<file path="config.mk">
export PLATFORM = sky130hd
export DESIGN_NAME = ysyx_23060136_wbu_csr_writer
export DESIGN_NICKNAME = d
export VERILOG_FILES = /design/src/rtl/ysyx_23060136_wbu_csr_writer_pkg.sv /design/src/rtl/ysyx_23060136_wbu_csr_writer_mstatus_xform.sv /design/src/rtl/ysyx_23060136_wbu_csr_writer.sv
export SDC_FILE = /design/constraint.sdc
export NUM_CORES = 1
export LEC_CHECK = 0
export ABC_AREA = 1
export BUFFER_PORTS_ARGS = -buffer_cell sky130_fd_sc_hd__buf_2
export CAP_MARGIN = 20
export CORE_UTILIZATION = 45
export CTS_CLUSTER_SIZE = 24
export DETAILED_ROUTE_END_ITERATION = 12
export GPL_TIMING_DRIVEN = 0
export PLACE_DENSITY = 0.71
export SETUP_SLACK_MARGIN = 0.1
export SLEW_MARGIN = 20
export SYNTH_ARGS = -nofsm -noshare
export SYNTH_HDL_FRONTEND = slang
export SYNTH_SLANG_ARGS = --single-unit
export TNS_END_PERCENT = 5
</file>
<file path="constraint.sdc">
create_clock -name clk -period 1.7 [get_ports clk]
set_input_delay 0.51 -clock clk [delete_from_list [all_inputs] [get_ports clk]]
set_output_delay 0.51 -clock clk [all_outputs]
set_load 0.01 [all_outputs]
</file>
<file path="src/rtl/ysyx_23060136_wbu_csr_writer_pkg.sv">
// Shared definitions for the WBU CSR write sequencer: CSR indices, op codes,
// mstatus field positions and the sequencer state encoding.
package ysyx_23060136_wbu_csr_writer_pkg;

  localparam int CSR_MSTATUS   = 0;
  localparam int CSR_MTVEC     = 1;
  localparam int CSR_MEPC      = 2;
  localparam int CSR_MCAUSE    = 3;
  localparam int CSR_MVENDORID = 4;
  localparam int CSR_MARCHID   = 5;

  typedef enum logic [1:0] {
    OP_NONE  = 2'd0,
    OP_WRITE = 2'd1,
    OP_ECALL = 2'd2,
    OP_MRET  = 2'd3
  } op_e;

  localparam int MSTATUS_MIE    = 3;
  localparam int MSTATUS_MPIE   = 7;
  localparam int MSTATUS_MPP_LO = 11;
  localparam int MSTATUS_MPP_HI = 12;

  localparam int MCAUSE_ECALL_M = 11;

  typedef enum logic [2:0] {
    S_IDLE,
    S_WR,
    S_E_EPC,
    S_E_CAUSE,
    S_E_STAT,
    S_M_STAT,
    S_REDIR
  } state_e;

endpackage

</file>
<file path="src/rtl/ysyx_23060136_wbu_csr_writer_mstatus_xform.sv">
// Combinational mstatus update for trap entry (ECALL) and trap return (MRET).
// Only MIE, MPIE and MPP change; every other bit passes through.
module ysyx_23060136_wbu_mstatus_xform
  import ysyx_23060136_wbu_csr_writer_pkg::*;
#(
  parameter int BITS_W = 32
) (
  input  logic [BITS_W-1:0] snap,
  input  logic              is_mret,
  output logic [BITS_W-1:0] mstatus_new
);

  always_comb begin
    mstatus_new = snap;
    mstatus_new[MSTATUS_MPP_HI:MSTATUS_MPP_LO] = 2'b11;
    if (is_mret) begin
      mstatus_new[MSTATUS_MIE]  = snap[MSTATUS_MPIE];
      mstatus_new[MSTATUS_MPIE] = 1'b1;
    end else begin
      mstatus_new[MSTATUS_MPIE] = snap[MSTATUS_MIE];
      mstatus_new[MSTATUS_MIE]  = 1'b0;
    end
  end

endmodule

</file>
<file path="src/rtl/ysyx_23060136_wbu_csr_writer.sv">
// Serializes committed CSR writes, ECALL and MRET onto the CSR file's single
// write port, followed by a one-cycle PC redirect for traps and returns.
module ysyx_23060136_wbu_csr_writer
  import ysyx_23060136_wbu_csr_writer_pkg::*;
#(
  parameter int BITS_W = 32,
  parameter int CSR_W  = 3
) (
  input  logic              clk,
  input  logic              rst,
  input  logic              in_valid,
  output logic              in_ready,
  input  logic [1:0]        in_op,
  input  logic [CSR_W-1:0]  in_csr_rd,
  input  logic [BITS_W-1:0] in_wdata,
  input  logic [BITS_W-1:0] in_pc,
  input  logic [BITS_W-1:0] mstatus_cur,
  input  logic [BITS_W-1:0] mtvec_cur,
  input  logic [BITS_W-1:0] mepc_cur,
  output logic              CSRWr,
  output logic [CSR_W-1:0]  WBU_csr_rd,
  output logic [BITS_W-1:0] csr_busW,
  output logic              redirect_valid,
  output logic [BITS_W-1:0] redirect_pc,
  output logic              illegal_wr
);

  state_e            state;
  logic [BITS_W-1:0] mstatus_snap;
  logic [BITS_W-1:0] mtvec_snap;
  logic [BITS_W-1:0] mepc_snap;
  logic [BITS_W-1:0] xform_in;
  logic [BITS_W-1:0] xform_out;
  logic              xform_mret;
  op_e               op;
  logic              wr_legal;
  logic              wr_read_only;

  assign in_ready = (state == S_IDLE);
  assign op       = op_e'(in_op);

  // Outputs are registered on the edge that enters a state, so MRET's mstatus
  // write is formed from the live value at accept; ECALL's uses the snapshot.
  assign xform_mret = (state == S_IDLE);
  assign xform_in   = (state == S_IDLE) ? mstatus_cur : mstatus_snap;

  assign wr_legal     = (in_csr_rd <= CSR_W'(CSR_MCAUSE));
  assign wr_read_only = (in_csr_rd == CSR_W'(CSR_MVENDORID)) ||
                        (in_csr_rd == CSR_W'(CSR_MARCHID));

  ysyx_23060136_wbu_mstatus_xform #(
    .BITS_W (BITS_W)
  ) u_mstatus_xform (
    .snap        (xform_in),
    .is_mret     (xform_mret),
    .mstatus_new (xform_out)
  );

  // NOTE: all state and outputs use non-blocking assignments so every branch
  // reads the pre-edge values; pulse outputs default low and are re-raised only
  // by the branch that needs them.
  always_ff @(posedge clk or negedge rst) begin
    if (!rst) begin
      state          <= S_IDLE;
      CSRWr          <= 1'b0;
      WBU_csr_rd     <= '0;
      csr_busW       <= '0;
      redirect_valid <= 1'b0;
      redirect_pc    <= '0;
      illegal_wr     <= 1'b0;
      mstatus_snap   <= '0;
      mtvec_snap     <= '0;
      mepc_snap      <= '0;
    end else begin
      CSRWr          <= 1'b0;
      redirect_valid <= 1'b0;
      illegal_wr     <= 1'b0;
      case (state)
        S_IDLE: begin
          if (in_valid) begin
            mstatus_snap <= mstatus_cur;
            mtvec_snap   <= mtvec_cur;
            mepc_snap    <= mepc_cur;
            case (op)
              OP_ECALL: begin
                state      <= S_E_EPC;
                CSRWr      <= 1'b1;
                WBU_csr_rd <= CSR_W'(CSR_MEPC);
                csr_busW   <= in_pc;
              end
              OP_MRET: begin
                state      <= S_M_STAT;
                CSRWr      <= 1'b1;
                WBU_csr_rd <= CSR_W'(CSR_MSTATUS);
                csr_busW   <= xform_out;
              end
              OP_WRITE: begin
                state <= S_WR;
                if (wr_legal) begin
                  CSRWr      <= 1'b1;
                  WBU_csr_rd <= in_csr_rd;
                  csr_busW   <= in_wdata;
                end else begin
                  illegal_wr <= wr_read_only;
                end
              end
              default: state <= S_WR;
            endcase
          end
        end
        S_E_EPC: begin
          state      <= S_E_CAUSE;
          CSRWr      <= 1'b1;
          WBU_csr_rd <= CSR_W'(CSR_MCAUSE);
          csr_busW   <= BITS_W'(MCAUSE_ECALL_M);
        end
        S_E_CAUSE: begin
          state      <= S_E_STAT;
          CSRWr      <= 1'b1;
          WBU_csr_rd <= CSR_W'(CSR_MSTATUS);
          csr_busW   <= xform_out;
        end
        S_E_STAT: begin
          state          <= S_REDIR;
          redirect_valid <= 1'b1;
          redirect_pc    <= {mtvec_snap[BITS_W-1:2], 2'b00};
        end
        S_M_STAT: begin
          state          <= S_REDIR;
          redirect_valid <= 1'b1;
          redirect_pc    <= mepc_snap;
        end
        default: state <= S_IDLE;
      endcase
    end
  end

endmodule

</file>
==> impl_metrics.toml, run 1 <==
[outcome]
run_status = "finished, violations left"
failed_checks = "negative setup slack"

[layout]
nets_finish = 1490
layout.cells.most_common_list = "492 x nand2_1, 247 x buf_2, 164 x dfrtp_1, 112 x inv_1, 77 x nand3_1"
finalInstanceArea_um2 = 10100
layout-drive-gt1-share = 0.244
fin_util = 0.603
final_common_cell = "nand2_1"
area.growth.synth_to_final_pct = 29.1
layout.filler_cells = 1607

[routing]
wire_per_inst_um = 15.0
post-route-drc-count = 0
drt_iter0_markers = 502
drt-pass1-iter-count = 5
post_drt_via_cell_ratio = 4.85
wl_mm = 23.4
number_of_routed_nets_with_antenna_violations = 0
via_count = 7560

[setup_path]
worstRegToRegCells = 12
reg2reg_from = "state[0]$_DFFE_PN0N_"
worstSetupStartpoint = "state[0]$_DFFE_PN0N_"
setup.worst_path.start_class = "flop"
worst-endpoint-required_ns = 1.19
worstSetupEndpoint = "in_ready"
r2r_setup_slack_ns = -0.09
type_of_the_setup_path_with_the_least_slack = "flop to primary output"
crit_arrival_ns = 1.44
critPathCaptureType = "primary output"
critical_path_peak_fanout = 2
reg2reg_to = "csr_busW[26]$_DFFE_PN0P_"

[pwr]
peakVddDrop_uv = 978
powerDensity_nw_per_um2 = 1890
p_leak_nw = 5.76

[grt]
global_route.usage.total = 0.270
grt_pass1_vias = 7330
gr-usage-met3 = 0.0597
grt_antenna_before_repair = 2
top_usage_layer = "met2"
grt_overflow = 0
grt_start_max_net_pins = 84
grt_util_met1 = 0.351
wire_length_of_the_first_global_routing_pass_mm = 37.2
grt_util_met2 = 0.444

[clock_network]
cts_inserted_buffers = 17
ctsHtreeMaxLevel = 4
clk_transition_reported_paths_ns = 0.06
tritoncts = "done"
cts.sinks = 164
clk_latency_ns = 0.43
cts_hold_buffers = 0
cts_root_buffer_type = "clkbuf_16"
clock_tree.buffer_depth = 2

[sta]
slew_viol_final = 0
slew-limit-headroom = 0.555
maxClockFrequency_ghz = 0.513
hold-worst-slack_ns = 0.0434
max_slew.worst_pin.slew_ns = 0.667
timing.final.crit_period_ns = 1.95
finalWorstSetupSlack_ns = -0.248
tns_ns = -2.70
final_hold_viol_count = 0
rsz0062_at_grt = "true"
post-route-period-util = 1.15
setup_viol_count_final = 48
fin_worst_skew_ns = 0.00847

[placed_design]
dpl_ws_ns = -0.176
hpwl_after_detailed_placement_mm = 16.6
port-buffer-count = 234
placed_area_um2 = 9340
place.gp.congestion = 0.850

[synth]
postSynthRegisterBits = 164
synth-seq-area-share = 0.523
syn_area_per_cell_um2 = 7.40
synth_ff_type = "dfrtp_1"
syn_inst = 1062
synth_nets = 1230
synth-async-reset-ratio = 1.00
synth-edff-count = 0
synthesis.area_um2 = 7850
synth_cell_type_count = 24
yosysWarningCount = 0

[run]
drv.max_cap_violation_count = 0

[die]
fp.dieArea_um2 = 18000
design.core.area_um2 = 16800
placementRows = 47
start_util = 0.467
pin_count = 239
fp.dieW_um = 134
floorplan.die.height_um = 134

[min_path]
path_category_of_the_worst_min_delay_check = "input pin to asynchronous set/reset pin"
## cell type report
class                      instances  area, um^2  area share
antenna                            3        7.51    0.000741
buffer                            58         442      0.0436
clock buffer                      22         444      0.0438
clock inverter                    10         125      0.0123
inverter                         119         457      0.0451
multi-input combinational        721        3020       0.298
sequential                       164        4100       0.405
tap                              220         275      0.0272
timing repair buffer             241        1260       0.124
## how the worst min path moves through the flow
stage	from	to	slack, ns	cells after the start
final	rst	csr_busW[10]$_DFFE_PN0P_	0.04	1
after global routing	rst	csr_busW[13]$_DFFE_PN0P_	0.09	1
after CTS	rst	csr_busW[13]$_DFFE_PN0P_	0.08	1
after detailed placement	mtvec_snap[20]$_DFFE_PN0P_	mtvec_snap[20]$_DFFE_PN0P_	0.46	2
after global placement	WBU_csr_rd[0]$_DFFE_PN0P_	WBU_csr_rd[0]$_DFFE_PN0P_	0.45	2
after floorplan	rst	CSRWr$_DFF_PN0_	0.21	0
## where the power goes
group	switching [mW]	internal, mW
Combinational	5.33	3.26
Clock	1.59	2.18
Sequential	0.941	5.82
## cell usage after synthesis (2+ instances only)
master | number | area share
clkbuf_1 | 17 | 0.0081
inv_2 | 7 | 0.0033
buf_1 | 2 | 0.00096
buf_2 | 28 | 0.018
dfrtp_1 | 164 | 0.52
a31oi_1 | 2 | 0.0016
nand2_1 | 493 | 0.24
nand2_4 | 2 | 0.0029
o21ai_0 | 34 | 0.022
buf_4 | 8 | 0.0076
nand2_2 | 2 | 0.0016
a21oi_1 | 64 | 0.041
buf_6 | 3 | 0.0043
inv_1 | 112 | 0.054
nor2_1 | 37 | 0.018
nand3b_1 | 2 | 0.0019
nand3_1 | 78 | 0.050
## what timing repair did
item / CTS / global route
endpoints found under the hold margin: 0 / 0
buffers inserted: 6 / 0
endpoints found under the setup margin: 152 / 162
resized for setup: 35 / 20
pin swaps: 1 / 1
## critical path, cell delays in order (launching register included)
cell,delay (ns)
dfrtp_1,0.39
buf_6,0.13
nor2_8,0.09
nand2_4,0.07
inv_4,0.06
buf_8,0.09
buf_8,0.09
buf_6,0.09
## flip-flops by register name, indices dropped and copies added (netlist names)
name / cells
illegal_wr: 1
state: 3
redirect_pc: 32
mtvec_snap: 30
CSRWr: 1
csr_busW: 32
mstatus_snap: 29
redirect_valid: 1
WBU_csr_rd: 3
mepc_snap: 32
## per-layer routing
metal  wire (um)  part of all wire
met5           0                 0
met3        1630             0.070
met4         491             0.021
met2       11100              0.48
met1       10100              0.43
## per-stage QoR
step | cells | power [mW]
2_1_floorplan | 1062 | 11.9
3_3_place_gp | 1516 | 14.6
3_5_place_dp | 1517 | 14.8
4_1_cts | 1555 | 19.1
6_report | 1558 | 19.1
5_1_grt | 1556 | 20.7
## cell families (layout without fill, tap and decap cells)
kind of cell           Yosys count  after routing  synth area share
flip-flops                     164            164             0.523
buffers and inverters          177            450            0.0957
other                            0              3                 0
AO/OA/AOI/OAI                  102            102            0.0656
AND/OR/NAND/NOR                619            619             0.316
Note: power is estimated with default switching activity, not from simulation.
==> inputs of run 2 (changes only) <==
CTS_CLUSTER_DIAMETER = 30   (was not set)
SKIP_LAST_GASP = 1   (was not set)
==> run 2 against run 1 <==
Compared with the run above: the flow still finishes with violations (negative setup slack); die area did not move; non-clock buffer count rose by 7; hold slack improved by 0.011 ns; final cell count rose by 0.45%; core utilization rose by 0.71 points; register-to-register slack barely moved; critical path depth did not move; sequential power barely moved; worst setup slack improved by 0.0031 ns; clock skew barely moved; clock power barely moved; critical endpoint unchanged.
==> impl_metrics.toml, run 2 (same netlist as run 1, synthesis figures left out) <==
[outcome]
run_status = "finished, violations left"
failed_checks = "negative setup slack"

[setup_path]
critPathCaptureType = "primary output"
critical_path_peak_fanout = 2
type_of_the_setup_path_with_the_least_slack = "flop to primary output"
crit_arrival_ns = 1.44
setup.worst_path.start_class = "flop"
worst-endpoint-required_ns = 1.19

[die]
placementRows = 47
fp.dieArea_um2 = 18000
floorplan.die.height_um = 134
start_util = 0.467
fp.dieW_um = 134
design.core.area_um2 = 16800
pin_count = 239

[sta]
timing.final.crit_period_ns = 1.95
slew-limit-headroom = 0.557
rsz0062_at_grt = "true"
post-route-period-util = 1.14
setup_viol_count_final = 22
max_slew.worst_pin.slew_ns = 0.665
final_hold_viol_count = 0
finalWorstSetupSlack_ns = -0.245
fin_worst_skew_ns = 0.00830
maxClockFrequency_ghz = 0.514
slew_viol_final = 0

[placed_design]
place.gp.congestion = 0.850
port-buffer-count = 234
placed_area_um2 = 9340
hpwl_after_detailed_placement_mm = 16.6

[routing]
drt-pass1-iter-count = 5
number_of_routed_nets_with_antenna_violations = 0
wire_per_inst_um = 15.2
post-route-drc-count = 0
wl_mm = 23.8
via_count = 7648
drt_iter0_markers = 499
post_drt_via_cell_ratio = 4.89

[clock_network]
clk_latency_ns = 0.43
cts_root_buffer_type = "clkbuf_16"
clk_transition_reported_paths_ns = 0.07
clock_tree.buffer_depth = 2
tritoncts = "done"
cts.sinks = 164
ctsHtreeMaxLevel = 4
cts_inserted_buffers = 17

[pwr]
peakVddDrop_uv = 968
powerDensity_nw_per_um2 = 1900
p_leak_nw = 5.82

[grt]
grt_overflow = 0
global_route.usage.total = 0.270
wire_length_of_the_first_global_routing_pass_mm = 37.2
grt_antenna_before_repair = 2
grt_pass1_vias = 7320
grt_start_max_net_pins = 84

[run]
drv.max_cap_violation_count = 0

[layout]
finalInstanceArea_um2 = 10300
nets_finish = 1498
layout.cells.most_common_list = "491 x nand2_1, 251 x buf_2, 163 x dfrtp_1, 112 x inv_1, 75 x nand3_1"
fin_util = 0.610
final_common_cell = "nand2_1"
layout-drive-gt1-share = 0.250
layout.filler_cells = 1588
area.growth.synth_to_final_pct = 30.6
reg.largest.list = "csr_busW: 32 flops, mepc_snap: 32 flops, redirect_pc: 32 flops"

[min_path]
path_category_of_the_worst_min_delay_check = "input pin to asynchronous set/reset pin"
run 2: path summary, 6_finish.rpt:
| kind | cells past startpoint | slack [ns] | end | startpoint |
|---|---|---|---|---|
| worst min-delay path | 1 | 0.05 | csr_busW[10]$_DFFE_PN0P_ | rst |
| worst max register to register | 6 | -0.09 | redirect_pc[10]$_DFFE_PN0P_ | state[2]$_DFFE_PN0N_ |
| min in group clk | 2 | 0.27 | illegal_wr$_DFF_PN0_ | in_csr_rd[1] |
| max in group asynchronous | 2 | 0.81 | redirect_pc[11]$_DFFE_PN0P_ | rst |
| worst min register to register | 2 | 0.47 | mepc_snap[10]$_DFFE_PN0P_ | mepc_snap[10]$_DFFE_PN0P_ |
| worst max-delay path | 7 | -0.25 | in_ready | state[0]$_DFFE_PN0N_ |
run 2: routing by layer:
metal  track usage  part of all wire
met1         0.351              0.43
met3        0.0590             0.069
met4        0.0936             0.019
met2         0.445              0.48
met5             0                 0
run 2: layout make-up:
class	count	area [um^2]	area share
antenna	2	5.00	0.000488
tap	220	275	0.0268
clock buffer	22	444	0.0433
timing repair buffer	248	1390	0.135
sequential	164	4110	0.400
clock inverter	10	125	0.0122
inverter	119	459	0.0448
buffer	58	408	0.0398
multi-input combinational	722	3050	0.297
run 2: repair_timing:
action | CTS | global route
hold buffers | 0 | 0
cloned | 0 | 4
gates resized for setup | 11 | 41
endpoints found under the setup margin | 152 | 163
setup buffers | 6 | 5
pin swaps | 1 | 2
run 2: where the power goes:
group | internal, mW | switching, mW | leakage, nW
logic | 3.46 | 5.46 | 3.58
clock network | 2.18 | 1.59 | 0.262
registers | 5.82 | 0.953 | 1.98
total | 11.5 | 8.00 | 5.82
run 2: through the flow:
| stage | worst slack [ns] | setup TNS [ns] | std cells | power [mW] | hold slack (ns) |
|---|---|---|---|---|---|
| 6_report | -0.245 | -0.931 | 1565 | 19.5 | 0.0540 |
| 5_1_grt | -0.297 | -9.40 | 1564 | 21.0 | 0.0971 |
| 4_1_cts | -0.252 | -2.30 | 1555 | 18.9 | 0.0820 |
| 3_5_place_dp | -0.176 | -2.51 | 1517 | 14.8 | 0.458 |
| 3_3_place_gp | -2.49 | -407.87 | 1516 | 14.6 | 0.452 |
| 2_1_floorplan | 0.131 | 0 | 1062 | 11.9 | 0.214 |
run 2: worst max-delay path: stages (launching register included):
cell and delay, ns:
dfrtp_1 0.38, buf_6 0.13, nor2_8 0.09, nand2_4 0.07, inv_4 0.06, buf_8 0.09, buf_8 0.09, buf_6 0.09
==> inputs of run 3 (changes only) <==
CORE_ASPECT_RATIO = 0.75   (was not set)
==> run 3 against run 2 <==
Compared with the run above: the flow still finishes with violations (negative setup slack); register-to-register slack got worse by 0.06 ns; global-route usage decreased by 0.55 points; non-clock buffer count increased by 1; critical path depth unchanged; core utilization decreased by 0.25 points; hold slack got worse by 0.0093 ns; maximum frequency increased by 1.1%; critical path type unchanged; largest cell class unchanged.
==> impl_metrics.toml, run 3 (same netlist as run 1, synthesis figures left out) <==
[setup_path]
worst-endpoint-required_ns = 1.19
r2r_setup_slack_ns = -0.15
reg2reg_to = "csr_busW[30]$_DFFE_PN0P_"
worstRegToRegCells = 12
type_of_the_setup_path_with_the_least_slack = "flop to primary output"
critical_path_peak_fanout = 2
setup.worst_path.start_class = "flop"
crit_arrival_ns = 1.41
reg2reg_from = "state[0]$_DFFE_PN0N_"
critPathCaptureType = "primary output"

[routing]
post_drt_via_cell_ratio = 4.94
wl_mm = 23.6
drt_iter0_markers = 711
wire_per_inst_um = 15.1
post-route-drc-count = 0
via_count = 7690
drt-pass1-iter-count = 5
number_of_routed_nets_with_antenna_violations = 0

[placed_design]
place.gp.congestion = 0.857
dpl.cell_count = 1512
placed_area_um2 = 9330
port-buffer-count = 234
dpl_ws_ns = -0.248
hpwl_after_detailed_placement_mm = 16.9

[clock_network]
cts.sinks = 164
clk_latency_ns = 0.43
cts_inserted_buffers = 17
clock_tree.buffer_depth = 2
tritoncts = "done"
clk_transition_reported_paths_ns = 0.07
ctsHtreeMaxLevel = 4
cts_root_buffer_type = "clkbuf_16"

[layout]
layout.cells.most_common_list = "483 x nand2_1, 252 x buf_2, 163 x dfrtp_1, 112 x inv_1, 78 x nand3_1"
area.growth.synth_to_final_pct = 30.9
finalInstanceArea_um2 = 10300
reg.largest.list = "csr_busW: 32 flops, mepc_snap: 32 flops, redirect_pc: 32 flops"
nets_finish = 1498
layout.filler_cells = 1602
final_common_cell = "nand2_1"
layout-drive-gt1-share = 0.259
final_cell_count_no_fill = 1558

[pwr]
p_leak_nw = 5.86
switching_share = 0.414
power.clock.fraction = 0.196
internal_power_mw = 11.5
p_comb_frac = 0.460
net-switching-power_mw = 8.14
p_seq_frac = 0.344
peakVddDrop_uv = 1020
powerDensity_nw_per_um2 = 1910

[die]
floorplan.die.height_um = 116
placementRows = 41
fp.dieArea_um2 = 18000
pin_count = 239
fp.dieW_um = 155
design.core.area_um2 = 16900
start_util = 0.464

[sta]
fin_worst_skew_ns = 0.00658
maxClockFrequency_ghz = 0.520
final_hold_viol_count = 0
slew-limit-headroom = 0.568
post-route-period-util = 1.13
slew_viol_final = 0
timing.final.crit_period_ns = 1.92
rsz0062_at_grt = "true"
setup_viol_count_final = 88
max_slew.worst_pin.slew_ns = 0.648
finalWorstSetupSlack_ns = -0.224
tns_ns = -5.28

[grt]
global_route.usage.total = 0.264
wire_length_of_the_first_global_routing_pass_mm = 36.3
grt_antenna_before_repair = 0
grt_start_max_net_pins = 87
grt_overflow = 0
grt_pass1_vias = 7064

[outcome]
run_status = "finished, violations left"
failed_checks = "negative setup slack"

[run]
drv.max_cap_violation_count = 0

[min_path]
path_category_of_the_worst_min_delay_check = "input pin to asynchronous set/reset pin"
-- run 3: final cells by class --
cell class | count | area, um^2 | area share
multi-input combinational | 721 | 3070 | 0.298
tap | 215 | 269 | 0.0262
clock buffer | 18 | 439 | 0.0427
timing repair buffer | 249 | 1390 | 0.135
antenna | 1 | 2.50 | 0.000243
buffer | 58 | 398 | 0.0387
sequential | 164 | 4110 | 0.399
inverter | 119 | 462 | 0.0449
clock inverter | 13 | 149 | 0.0145
-- run 3: power by group through the flow --
stage | Sequential (mW) | Combinational, mW | Clock (mW)
2_1_floorplan | 7.02 | 4.89 | 0
3_3_place_gp | 6.73 | 7.84 | 0
3_5_place_dp | 6.78 | 8.03 | 0
4_1_cts | 6.73 | 8.37 | 3.93
5_1_grt | 6.96 | 10.2 | 4.08
6_report | 6.76 | 9.06 | 3.86
-- run 3: critical path, stage by stage (launching register included) --
cell	delay (ns)
dfrtp_1	0.37
buf_6	0.13
nor2_8	0.09
nand2_4	0.06
inv_4	0.06
buf_8	0.09
buf_6	0.10
buf_6	0.09
-- run 3: metal layers --
| layer | global-route usage | wire, um |
|---|---|---|
| met4 | 0.0779 | 283 |
| met3 | 0.0538 | 1870 |
| met5 | 0 | 0 |
| met2 | 0.383 | 10000 |
| met1 | 0.398 | 11400 |
-- run 3: worst max-delay path by stage --
stage                         start                  endpoint  cells past startpoint
3_5_place_dp               in_op[0]  csr_busW[24]$_DFFE_PN0P_                     10
4_1_cts        state[0]$_DFFE_PN0N_                  in_ready                      7
3_3_place_gp                    rst  csr_busW[23]$_DFFE_PN0P_                      1
5_1_grt        state[0]$_DFFE_PN0N_                  in_ready                      7
6_report       state[0]$_DFFE_PN0N_                  in_ready                      7
2_1_floorplan  state[0]$_DFFE_PN0N_                  in_ready                      6
-- run 3: repair_timing --
item / 4_1_cts / 5_1_grt
buffers inserted: 7 / 5
resized for setup: 19 / 39
pin swaps: 1 / 1
hold buffers: 0 / 0
endpoints found under the setup margin: 152 / 159
gates cloned: 0 / 3
-- run 3: per-stage QoR --
stage | util | power, mW | hold WS, ns
after CTS | 0.593 | 19.0 | 0.0708
after global placement | 0.549 | 14.6 | 0.451
after detailed placement | 0.551 | 14.8 | 0.459
after floorplan | - | 11.9 | 0.214
after global routing | 0.607 | 21.2 | 0.0911
final | 0.607 | 19.7 | 0.0446
